===== config.mk =====
export PLATFORM = sky130hd
export DESIGN_NAME = alu_mc
export DESIGN_NICKNAME = d
export VERILOG_FILES = /design/src/rtl/alu_mc.sv
export SDC_FILE = /design/constraint.sdc
export NUM_CORES = 1
export LEC_CHECK = 0
export BUFFER_PORTS_ARGS = -buffer_cell sky130_fd_sc_hd__buf_2
export CAP_MARGIN = 20
export CORE_ASPECT_RATIO = 1.1
export CORE_MARGIN = 5
export CORE_UTILIZATION = 45
export DETAILED_ROUTE_END_ITERATION = 10
export GPL_TIMING_DRIVEN = 0
export MAX_ROUTING_LAYER = met4
export SETUP_SLACK_MARGIN = 0.5
export SLEW_MARGIN = 5
export SYNTH_ARGS = -nofsm -noshare
export SYNTH_HDL_FRONTEND = slang
export SYNTH_SLANG_ARGS = --single-unit

===== constraint.sdc =====
create_clock -name clk -period 4 [get_ports clk]
set_clock_uncertainty 0.05 [all_clocks]
set_input_delay 0.2 -clock clk [delete_from_list [all_inputs] [get_ports clk]]
set_output_delay 0.2 -clock clk [all_outputs]
set_load 0.01 [all_outputs]

===== src/rtl/alu_mc.sv =====
// Handshaked integer ALU: single-cycle base ops plus iterative shift-add multiply and
// restoring divide. One operation in flight; valid/ready on both request and result sides.
module alu_mc #(
    parameter int WIDTH = 32
) (
    input  logic             clk,
    input  logic             rst,
    input  logic             in_valid,
    output logic             in_ready,
    input  logic [3:0]       func,
    input  logic [WIDTH-1:0] op1,
    input  logic [WIDTH-1:0] op2,
    output logic             out_valid,
    input  logic             out_ready,
    output logic [WIDTH-1:0] result,
    output logic             out_err
);

    localparam int SHW = $clog2(WIDTH);

    localparam logic [1:0] S_IDLE = 2'd0;
    localparam logic [1:0] S_MUL  = 2'd1;
    localparam logic [1:0] S_DIV  = 2'd2;

    localparam logic [3:0] F_ZERO  = 4'd0;
    localparam logic [3:0] F_ADD   = 4'd1;
    localparam logic [3:0] F_SUB   = 4'd2;
    localparam logic [3:0] F_SLL   = 4'd3;
    localparam logic [3:0] F_SLT   = 4'd4;
    localparam logic [3:0] F_XOR   = 4'd5;
    localparam logic [3:0] F_OR    = 4'd6;
    localparam logic [3:0] F_AND   = 4'd7;
    localparam logic [3:0] F_SRL   = 4'd8;
    localparam logic [3:0] F_SRA   = 4'd9;
    localparam logic [3:0] F_SLTU  = 4'd10;
    localparam logic [3:0] F_MULU  = 4'd11;
    localparam logic [3:0] F_MULHU = 4'd12;
    localparam logic [3:0] F_DIVU  = 4'd13;
    localparam logic [3:0] F_REMU  = 4'd14;
    localparam logic [3:0] F_ILL   = 4'd15;

    localparam logic [SHW:0] CNT_DONE = (SHW+1)'(WIDTH);
    localparam logic [SHW:0] CNT_ONE  = (SHW+1)'(1);

    logic [1:0]         r_state;
    logic [SHW:0]       r_cnt;
    logic [2*WIDTH-1:0] r_acc;
    logic [WIDTH-1:0]   r_opnd;
    logic [3:0]         r_func;
    logic [WIDTH-1:0]   r_result;
    logic               r_err;
    logic               r_out_valid;

    logic [1:0]         w_state_nxt;
    logic [SHW:0]       w_cnt_nxt;
    logic [2*WIDTH-1:0] w_acc_nxt;
    logic [WIDTH-1:0]   w_opnd_nxt;
    logic [3:0]         w_func_nxt;
    logic [WIDTH-1:0]   w_result_nxt;
    logic               w_err_nxt;
    logic               w_out_valid_nxt;

    logic               w_accept;
    logic               w_is_mul;
    logic               w_is_div;
    logic [SHW-1:0]     w_shamt;
    logic               w_slt;
    logic               w_sltu;
    logic [WIDTH-1:0]   w_alu;
    logic [WIDTH:0]     w_mul_sum;
    logic [2*WIDTH-1:0] w_mul_acc;
    logic [WIDTH:0]     w_div_trial;
    logic [2*WIDTH-1:0] w_div_acc;

    assign in_ready  = (r_state == S_IDLE) && (!r_out_valid || out_ready);
    assign out_valid = r_out_valid;
    assign result    = r_result;
    assign out_err   = r_err;

    assign w_accept = in_valid && in_ready;
    assign w_is_mul = (func == F_MULU) || (func == F_MULHU);
    assign w_is_div = (func == F_DIVU) || (func == F_REMU);
    assign w_shamt  = op2[SHW-1:0];
    assign w_slt    = $signed(op1) < $signed(op2);
    assign w_sltu   = op1 < op2;

    always_comb begin
        w_alu = '0;
        case (func)
            F_ZERO: w_alu = '0;
            F_ADD:  w_alu = op1 + op2;
            F_SUB:  w_alu = op1 - op2;
            F_SLL:  w_alu = op1 << w_shamt;
            F_SLT:  w_alu = {{(WIDTH-1){1'b0}}, w_slt};
            F_XOR:  w_alu = op1 ^ op2;
            F_OR:   w_alu = op1 | op2;
            F_AND:  w_alu = op1 & op2;
            F_SRL:  w_alu = op1 >> w_shamt;
            F_SRA:  w_alu = $signed(op1) >>> w_shamt;
            F_SLTU: w_alu = {{(WIDTH-1){1'b0}}, w_sltu};
            default: w_alu = '0;
        endcase
    end

    // Shift-add: acc = {partial product, remaining multiplier bits}, shifted right each step.
    assign w_mul_sum = {1'b0, r_acc[2*WIDTH-1:WIDTH]} + (r_acc[0] ? {1'b0, r_opnd} : '0);
    assign w_mul_acc = {w_mul_sum, r_acc[WIDTH-1:1]};

    // Restoring divide: acc = {remainder, dividend/quotient}; a zero divisor never borrows,
    // which yields quotient all-ones and remainder = dividend without special casing.
    assign w_div_trial = r_acc[2*WIDTH-1:WIDTH-1] - {1'b0, r_opnd};
    assign w_div_acc   = w_div_trial[WIDTH]
                       ? {r_acc[2*WIDTH-2:0], 1'b0}
                       : {w_div_trial[WIDTH-1:0], r_acc[WIDTH-2:0], 1'b1};

    always_comb begin
        w_state_nxt     = r_state;
        w_cnt_nxt       = r_cnt;
        w_acc_nxt       = r_acc;
        w_opnd_nxt      = r_opnd;
        w_func_nxt      = r_func;
        w_result_nxt    = r_result;
        w_err_nxt       = r_err;
        w_out_valid_nxt = r_out_valid;

        if (r_out_valid && out_ready) begin
            w_out_valid_nxt = 1'b0;
        end

        case (r_state)
            S_IDLE: begin
                if (w_accept) begin
                    if (w_is_mul) begin
                        w_state_nxt = S_MUL;
                        w_cnt_nxt   = '0;
                        w_acc_nxt   = {{WIDTH{1'b0}}, op2};
                        w_opnd_nxt  = op1;
                        w_func_nxt  = func;
                    end else if (w_is_div) begin
                        w_state_nxt = S_DIV;
                        w_cnt_nxt   = '0;
                        w_acc_nxt   = {{WIDTH{1'b0}}, op1};
                        w_opnd_nxt  = op2;
                        w_func_nxt  = func;
                    end else begin
                        w_result_nxt    = w_alu;
                        w_err_nxt       = (func == F_ILL);
                        w_out_valid_nxt = 1'b1;
                    end
                end
            end
            S_MUL: begin
                if (r_cnt == CNT_DONE) begin
                    w_result_nxt    = (r_func == F_MULHU) ? r_acc[2*WIDTH-1:WIDTH]
                                                          : r_acc[WIDTH-1:0];
                    w_err_nxt       = 1'b0;
                    w_out_valid_nxt = 1'b1;
                    w_state_nxt     = S_IDLE;
                end else begin
                    w_acc_nxt = w_mul_acc;
                    w_cnt_nxt = r_cnt + CNT_ONE;
                end
            end
            S_DIV: begin
                if (r_cnt == CNT_DONE) begin
                    w_result_nxt    = (r_func == F_REMU) ? r_acc[2*WIDTH-1:WIDTH]
                                                         : r_acc[WIDTH-1:0];
                    w_err_nxt       = 1'b0;
                    w_out_valid_nxt = 1'b1;
                    w_state_nxt     = S_IDLE;
                end else begin
                    w_acc_nxt = w_div_acc;
                    w_cnt_nxt = r_cnt + CNT_ONE;
                end
            end
            default: begin
                w_state_nxt = S_IDLE;
            end
        endcase
    end

    always_ff @(posedge clk or negedge rst) begin
        if (!rst) begin
            r_state     <= S_IDLE;
            r_cnt       <= '0;
            r_acc       <= '0;
            r_opnd      <= '0;
            r_func      <= '0;
            r_result    <= '0;
            r_err       <= 1'b0;
            r_out_valid <= 1'b0;
        end else begin
            r_state     <= w_state_nxt;
            r_cnt       <= w_cnt_nxt;
            r_acc       <= w_acc_nxt;
            r_opnd      <= w_opnd_nxt;
            r_func      <= w_func_nxt;
            r_result    <= w_result_nxt;
            r_err       <= w_err_nxt;
            r_out_valid <= w_out_valid_nxt;
        end
    end

endmodule


Word-level counts from Yosys, hierarchy flattened. Index checks and enable logic that the tools add are counted.

Register bits: 142. Latch bits: 0. Memory bits (writable): 0. ROM bits: 0. Input port bits: 72. Output and inout port bits: 35. Word-level logic and storage cells: 111. Memories kept: 0.

Add/sub/neg operators: 5. Multipliers: 0. Div/mod/pow operators: 0. $lt $le $gt $ge: 2. Equality and inequality tests: 30. Shift-type cells: 3. Multiplexer cells: 42. Bitwise gates (word level): 3. Reductions and logical operators: 18.

Operators with widths (count): $mux W64 (6); $mux W32 (10); $pmux W32 S10 (1); $pmux W64 S3 (1); $pmux W32 S3 (1); $lt A32 B32 Y1 (2); $eq A4 B4 Y1 const B (10); $add A32 B32 Y33 (1); $sub A33 B32 Y33 (1); $add A32 B32 Y32 (1); $and A32 B32 Y32 (1); $or A32 B32 Y32 (1); $shl A32 B5 Y32 (1); $shr A32 B5 Y32 (1); $sshr A32 B5 Y32 (1); $sub A32 B32 Y32 (1); $xor A32 B32 Y32 (1); $mux W6 (4); $eq A4 B3 Y1 const B (4); $ne A2 B2 Y1 const B (8); $pmux W6 S2 (1); $reduce_and A5 Y1 (2); $mux W1 (9); $eq A4 B2 Y1 const B (2); other kinds (21) (32).

Depth between registers and ports, before layout. Gate-level depths: netlist of the first run.

Depth after elaboration: 6. Gate-level depth with buffers: 16. Mapped depth without buffers: 14.

Worst setup path before layout of the first run. OpenSTA, ideal clock, no wires.

Path type: input-to-reg. From: input op2[2]. To: register r_result[14] (netlist: result[14]). Setup time: 0.119 ns. Data arrival time: 3.813 ns. Data required time: 3.831 ns. Setup slack: 0.019 ns. Stages: 16. Path buffers: 4. Cells stage by stage: buf_1 -> inv_2 -> buf_2 -> buf_1 -> buf_1 -> ha_1 -> a21oi_1 -> o31ai_1 -> a2111oi_0 -> nor3_1 -> o22ai_1 -> o21ai_0 -> a221oi_1 -> o21ai_1 -> a221o_1 -> o21a_1.

Word-level cells in the longest chain between the ends: 6. Elaborated cells between the ends (all ways): 10. Those cells by class: add/sub: 2; shift: 3; mux: 5.

Ends and longest elaborated chain: from (decl) (RTL line 12) `input logic [WIDTH-1:0] op2,`; $sub A32 B32 Y32 (tied with other cells) (RTL line 92) `F_SUB: w_alu = op1 - op2;`; $pmux W32 S10 * (RTL line 89) `case (func)`; $mux W32 * (RTL line 139) `end else if (w_is_div) begin`; $mux W32 * (RTL line 133) `if (w_is_mul) begin`; $mux W32 * (RTL line 132) `if (w_accept) begin`; $pmux W32 S3 * (RTL line 130) `case (r_state)`; to (signal assigned) (RTL line 198) `r_result <= w_result_nxt;`; to (decl) (RTL line 50) `logic [WIDTH-1:0] r_result;`.

Every way passes the cells marked *; elsewhere a longest branch is shown, timed or not. The select of a mux whose other input is x is not followed. A chain may end at the register's enable or synchronous reset.

Final worst setup path of the first run.
From: register r_acc[31]. To: register r_acc[0].

Word-level cells in the longest chain between the ends: 4.

Ends and longest elaborated chain: from (decl) (RTL line 47) `logic [2*WIDTH-1:0] r_acc;`; from (signal assigned) (RTL line 195) `r_acc <= w_acc_nxt;`; $sub A33 B32 Y33 (RTL line 111) `assign w_div_trial = r_acc[2*WIDTH-1:WIDTH-1] - {1'b0, r_opnd};`; $mux W64 (RTL line 113) `? {r_acc[2*WIDTH-2:0], 1'b0}`; $mux W64 (RTL line 165) `if (r_cnt == CNT_DONE) begin`; $pmux W64 S3 (RTL line 130).

No other way between the ends. The select of a mux whose other input is x is not followed.

==> reports/metrics.csv, run 1 <==
metric,value,unit
CP max stage delay,430,ps
Peak VDD IR,0.000374,V
largest net degree at the start of global routing,73,
Final WS setup,434,ps
Psw,5.90,mW
Crit-path slowest cell,dfrtp_2,
synthesized netlist cell count,2734,
final wirelength,103000,um
Arrival @ worst endpoint,3850,ps
asr flop ratio synth,100,%
share of layout cells above drive strength 1,13.8,%
grt ovf,0,
largest family of logic cells by synthesized area,compound AO/OA/AOI/OAI gates,
clock power share,15.0,%
H-tree depth,4,
worst skew pair latency,450,ps
die height,232,um
final setup vio count,0,
Routability Congestion,1.12,
post-synthesis mux area share,11.9,%
CP required,4280,ps
CP endpoint kind,register,
Hold Path Sink,r_opnd[10],
# diodes,0,
status,"finished, final reports clean",
DRT antenna net count,0,
CP Launch Point,r_acc[31],
first-pass GRT wire length,150000,um
final hold vios,0,
Max Slew Vio Count,0,
Final period util,89.1,%
Net Sw Frac,52.0,%
synthesized-area fraction occupied by adder cells,10.8,%
Compound-Gate Fraction of Synth Area,32.3,%
Hold Path Class,input pin to register,
Max transition margin,25.9,%
worst-case clock buffer depth,2,
hold depth,3,
R2R setup slack,430,ps
"Seq/Total Area, Yosys",17.6,%
DRC,0,
Max Cap Viol,0,
simple-gate share of the synthesized area,17.8,%
Synth Warn #,0,
RSZ-0062 raised after global routing,yes,
Synth Area in XOR/XNOR,2.99,%
Post-Syn Nets,2977,
worst-path cell chain,inv_2 > ha_4 > inv_2 > fa_2 > a211oi_2 > o21ai_2 > o211ai_1 > o2111ai_4 > a21oi_4 > o31ai_4 > xor2_4 > buf_12 > buf_8 > buf_12 > a221o_1 > a22o_1,
Clock Pin Slew Worst Setup and Hold Paths,70,ps
CORE AREA,44400,um2
predominant post-synthesis flop cell,dfrtp_1,
IO Pins,107,
hold slack,87.7,ps
root buffer cell,clkbuf_16,
antenna violations before repair,5,
# port buffers,105,
Slew @ Worst Pin,1100,ps
Cell Int Power,5.44,mW
post-synth cell types,84,
Clock Sinks,142,
Avg Vias per Cell,6.81,
Power Dens Cells,485,nW/um2
"Cell Area, Synth",20200,um2
Initial Utilization,45.4,%
Vias,23800,
pre-CTS setup slack,-1200,ps
kind of critical path,register to register,
Starting DRT DRC Count,2942,
FP Rows,81,
number of flops mapped to enable cells by yosys,0,
GRT Util Overall,41.6,%
Die ar.,49100,um2
CTS tree,built,
critical path's top delay family,compound AO/OA/AOI/OAI gates,
Num CTS Buffers,17,
Routed WL per cell,29.6,um
Layout Area Growth over Synthesis,16.1,%
half-perimeter wire length after placement,83100,um
"Avg Cell Area, Syn",7.37,um2
Max Fanout on Critical Path,5,
RR Endpoint,r_acc[0],
minimum clock period,3570,ps
Max Clk Rate,0.280,GHz
r2r startpoint,r_acc[31],
hold wc startpoint,op2[10],
Die X,212,um
Final nets,3144,
worst path buffer plus inverter count,5,
Lkg Pwr,10.2,nW
Comb power frac,62.6,%
Flop pwr share,22.4,%
DRT Pass-1 Iters,8,
Yosys reg bits,142,
Setup crit start kind,register,
FF-to-FF path depth,16,
vias in the first global route,22900,
==> sequential cells by signal, indices dropped and copies added (netlist names) <==
register,cells
out_valid,1
result,32
r_func,4
r_state,2
out_err,1
r_acc,64
r_opnd,32
r_cnt,6
==> routing by layer <==
layer / track usage [%] / up-vias / part of all wire (%)
met2: 68.9 / 1440 / 47
met5: - / - / 0
met4: 24.7 / 0 / 7.8
met1: 48.3 / 11500 / 37
li1: - / 10500 / -
met3: 5.05 / 409 / 7.6
==> power by group through the flow <==
stage               clock network [mW]  logic (mW)  registers (mW)
detailed placement                   0        6.47            2.53
CTS                               1.70        6.71            2.51
global route                      1.76        7.54            2.58
floorplan                            0        4.24            2.39
finish                            1.70        7.10            2.54
global placement                     0        6.35            2.51
==> timing repair <==
action	in CTS	in global routing
pin swaps	45	41
resized for setup	136	107
hold buffers	1	0
endpoints found under the setup margin	65	66
gates cloned	2	2
hold endpoints to repair	71	0
buffers inserted	19	16
==> how the worst max path moves through the flow <==
| stage | endpoint | depth (start not counted) | slack, ps |
|---|---|---|---|
| floorplan | result[14] | 16 | 470 |
| global placement | result[28] | 15 | -1270 |
| detailed placement | result[28] | 15 | -1200 |
| CTS | result[28] | 17 | 390 |
| global route | r_acc[39] | 16 | 350 |
| finish | r_acc[0] | 16 | 430 |
==> tightest hold or removal path: stages <==
cell     delay (ps)
buf_2           110
a21oi_1         100
o21ai_0         140
==> placed cells by master, fill, tap and decap left out, drive strengths merged, types with 28 or more instances in the layout <==
master  synthesis  final
a211oi         68     68
a21o           37     37
a21oi         271    271
a221oi         58     58
a22oi          29     29
a31oi          29     29
and2           48     48
buf            40    186
clkbuf        161    181
dfrtp         142    142
ha            167    167
inv           143    142
mux2i         151    151
nand2         285    285
nand3          41     41
nor2          263    263
nor3           47     47
o211ai         29     29
o21ai         215    215
o22ai          51     51
o31ai          53     53
xnor2          40     40
xor2           28     28
==> logic make-up after synthesis <==
logic type,Yosys count
multiplexers,202
AO/OA/AOI/OAI,1003
flip-flops,142
AND/OR/NAND/NOR,798
XOR/XNOR,68
buffers and inverters,350
adder cells (fa/ha/maj),171
==> cells in the mapped netlist, drive strengths merged, types with 10 or more instances <==
library cell	n	area (um2)
inv	143	537
mux2i	151	1510
o31ai	53	403
mux2	24	274
o21a	18	135
o211ai	29	218
and3	11	68.8
dfrtp	142	3550
xnor2	40	350
nand4	17	106
and2	48	303
nand2b	22	138
buf	40	183
a21oi	271	1360
a221oi	58	508
nand3	41	205
a22oi	29	223
a211oi	68	510
a21o	37	278
ha	167	2090
nor3	47	235
mux4	27	608
xor2	28	253
o2111ai	10	87.6
clkbuf	161	604
o221ai	16	140
o21bai	22	165
o21ai	215	1080
a31oi	29	181
a2111oi	10	100
a221o	14	140
a211o	11	96.3
o22ai	51	319
nor2b	15	93.8
nand2	285	1070
nor2	263	987
==> metrics by stage <==
| stage | cell area, um2 | instances | TNS (ps) | power [mW] | util [%] |
|---|---|---|---|---|---|
| CTS | 22900 | 3477 | 0 | 10.9 | 51.5 |
| global route | 23400 | 3495 | 0 | 11.9 | 52.7 |
| detailed placement | 21500 | 3423 | -37940 | 9.01 | 48.5 |
| global placement | 21500 | 3420 | -39100 | 8.87 | 48.4 |
| floorplan | 20200 | 2734 | 0 | 6.63 | - |
| finish | 23400 | 3495 | 0 | 11.3 | 52.7 |
==> layout make-up <==
class / count / area, um2
tap: 581 / 727
clock inverter: 12 / 163
clock buffer: 20 / 457
buffer: 201 / 970
fill: 4454 / 21000
inverter: 149 / 579
sequential: 142 / 3560
timing repair buffer: 148 / 988
multi-input combinational: 2242 / 16000
Power figures use the tool's default switching activity.
==> run 2, diff against run 1 <==
--- a/config.mk
+++ b/config.mk
@@ -13,7 +13,7 @@
 export DETAILED_ROUTE_END_ITERATION = 10
 export GPL_TIMING_DRIVEN = 0
 export MAX_ROUTING_LAYER = met4
-export SETUP_SLACK_MARGIN = 0.5
+export SETUP_SLACK_MARGIN = 0.3
 export SLEW_MARGIN = 5
 export SYNTH_ARGS = -nofsm -noshare
 export SYNTH_HDL_FRONTEND = slang
==> reports/metrics.csv, run 2 (synthesized netlist as in run 1, its figures left out) <==
metric,value,unit,change
Max Cap Viol,0,,unchanged
grt ovf,0,,unchanged
CP Launch Point,op2[4],,
Net Sw Frac,51.9,%,-0.12 points
Comb power frac,61.8,%,-0.8 points
Final nets,3129,,-0.48%
"most common cell after layout, fill and taps aside",nand2_1,,
worst-case clock buffer depth,2,,unchanged
RSZ-0062 raised after global routing,yes,,
FF-to-FF path depth,17,,+1
Psw,5.78,mW,-1.9%
Max Slew Vio Count,0,,unchanged
Flop pwr share,22.9,%,+0.5 points
Die ar.,49100,um2,unchanged
Arrival @ worst endpoint,4010,ps,+160 ps
final setup TNS,0,ps,unchanged
routed wl met3,8040,um,+2.2%
Slew @ Worst Pin,1060,ps,-38.6 ps
Max Clk Rate,0.265,GHz,-5.6%
worst skew pair latency,450,ps,about the same
DRT met1 WL,38400,um,-0.20%
Max Fanout on Critical Path,10,,+5
design area,22800,um2,-2.4%
IO Pins,107,,unchanged
Cells after DPL,3424,,+0.029%
placed cell areas,21500,um2,-0.26%
root buffer cell,clkbuf_16,,
Starting DRT DRC Count,2750,,-6.5%
Vias,23600,,-0.63%
Clock Pin Slew Worst Setup and Hold Paths,70,ps,about the same
Avg Vias per Cell,6.79,,-0.31%
FP Rows,81,,unchanged
Die X,212,um,unchanged
hold slack,87.3,ps,-0.411 ps
"Most flops, register",r_acc,,
DR WL met2,47900,um,-2.5%
minimum clock period,3780,ps,+210 ps
antenna violations before repair,3,,-2
"Core Util, Final",51.4,%,-1.3 points
clock power share,15.3,%,+0.3 points
Setup crit start kind,input pin,,
CP endpoint kind,register,,
DRT antenna net count,0,,unchanged
Clock Sinks,142,,unchanged
Cell Int Power,5.36,mW,-1.5%
kind of critical path,input pin to register,,
final hold vios,0,,unchanged
first-pass GRT wire length,149000,um,-0.48%
Initial Utilization,45.4,%,unchanged
Peak VDD IR,0.000347,V,-7.2%
# port buffers,105,,unchanged
most frequent cells in the layout,"285 x nand2_1, 265 x a21oi_1, 261 x nor2_1, 172 x o21ai_0, 160 x ha_1",,
Power Dens Cells,488,nW/um2,+0.73%
share of layout cells above drive strength 1,11.1,%,-2.7 points
GRT Util Overall,41.4,%,-0.21 points
hold wc startpoint,in_valid,,
DRT Pass-1 Iters,6,,-2
Final period util,94.4,%,+5.2 points
Routed WL per cell,29.5,um,-0.46%
status,"finished, final reports clean",,
CP required,4240,ps,-40 ps
Hold Path Class,input pin to register,,
final wirelength,103000,um,-0.77%
CTS tree,built,,
Routability Congestion,1.12,,about the same
max layer used,met4,,
Fill cells,4503,,+1.1%
DRC,0,,unchanged
half-perimeter wire length after placement,83700,um,+0.69%
Lkg Pwr,9.97,nW,-1.9%
H-tree depth,4,,unchanged
Num CTS Buffers,17,,unchanged
number of flip-flops in the largest register,64,,unchanged
r2r startpoint,r_acc[31],,
die height,232,um,unchanged
post-route insts no fill,3484,,-0.31%
hold depth,5,,+2
vias in the first global route,23000,,+0.39%
Max transition margin,29.4,%,+3.5 points
Layout Area Growth over Synthesis,13.3,%,
CORE AREA,44400,um2,unchanged
largest net degree at the start of global routing,91,,+25%
final setup vio count,0,,unchanged
==> run 2: final timing paths <==
| path | end | slack [ps] |
|---|---|---|
| max | result[28] | 220 |
| min | out_valid | 90 |
| max reg2reg | r_acc[35] | 330 |
| min reg2reg | result[8] | 450 |
| max in group asynchronous | r_acc[35] | 2800 |
| min in group asynchronous | r_acc[62] | 220 |
==> run 2: repair_timing <==
action | in CTS | in global routing
endpoints found under the setup margin | 65 | 47
buffers inserted | 15 | 8
gates resized for setup | 86 | 69
endpoints found under the hold margin | 52 | 0
pin swaps | 19 | 20
hold buffers | 1 | 0
==> run 2: critical path, cell delays in order <==
cell,delay [ps]
buf_2,330
clkinvlp_4,410
ha_1,480
inv_1,130
a211oi_1,470
a211o_1,290
a21oi_2,110
o21bai_2,350
o21ai_4,140
a21oi_1,220
mux2_2,380
a221oi_1,390
a311oi_1,90
==> run 2: power groups by stage <==
stage               logic, mW  registers [mW]  clock network, mW
floorplan                4.22            2.39                  0
global placement         6.33            2.52                  0
detailed placement       6.46            2.54                  0
CTS                      6.62            2.52               1.70
global route             7.36            2.59               1.76
finish                   6.88            2.55               1.71
==> run 2: area by class of cell <==
class	count	area (um2)	share of cell area (%)
sequential	142	3550	15.6
inverter	149	579	2.54
clock buffer	21	450	1.97
tap	581	727	3.18
timing repair buffer	133	778	3.41
multi-input combinational	2242	15700	68.7
antenna	4	10.0	0.0438
buffer	201	890	3.90
clock inverter	11	165	0.723
==> run 2: routing by layer <==
metal	vias to the layer above	track usage, %
met1	11400	47.3
met4	0	25.7
li1	10400	-
met2	1363	67.8
met3	412	6.45
met5	-	-
==> run 2: per-stage QoR <==
stage | power [mW] | worst slack, ps
floorplan | 6.61 | 308
global placement | 8.85 | -1590
detailed placement | 9.00 | -1540
CTS | 10.8 | 294
global route | 11.7 | 280
finish | 11.1 | 224
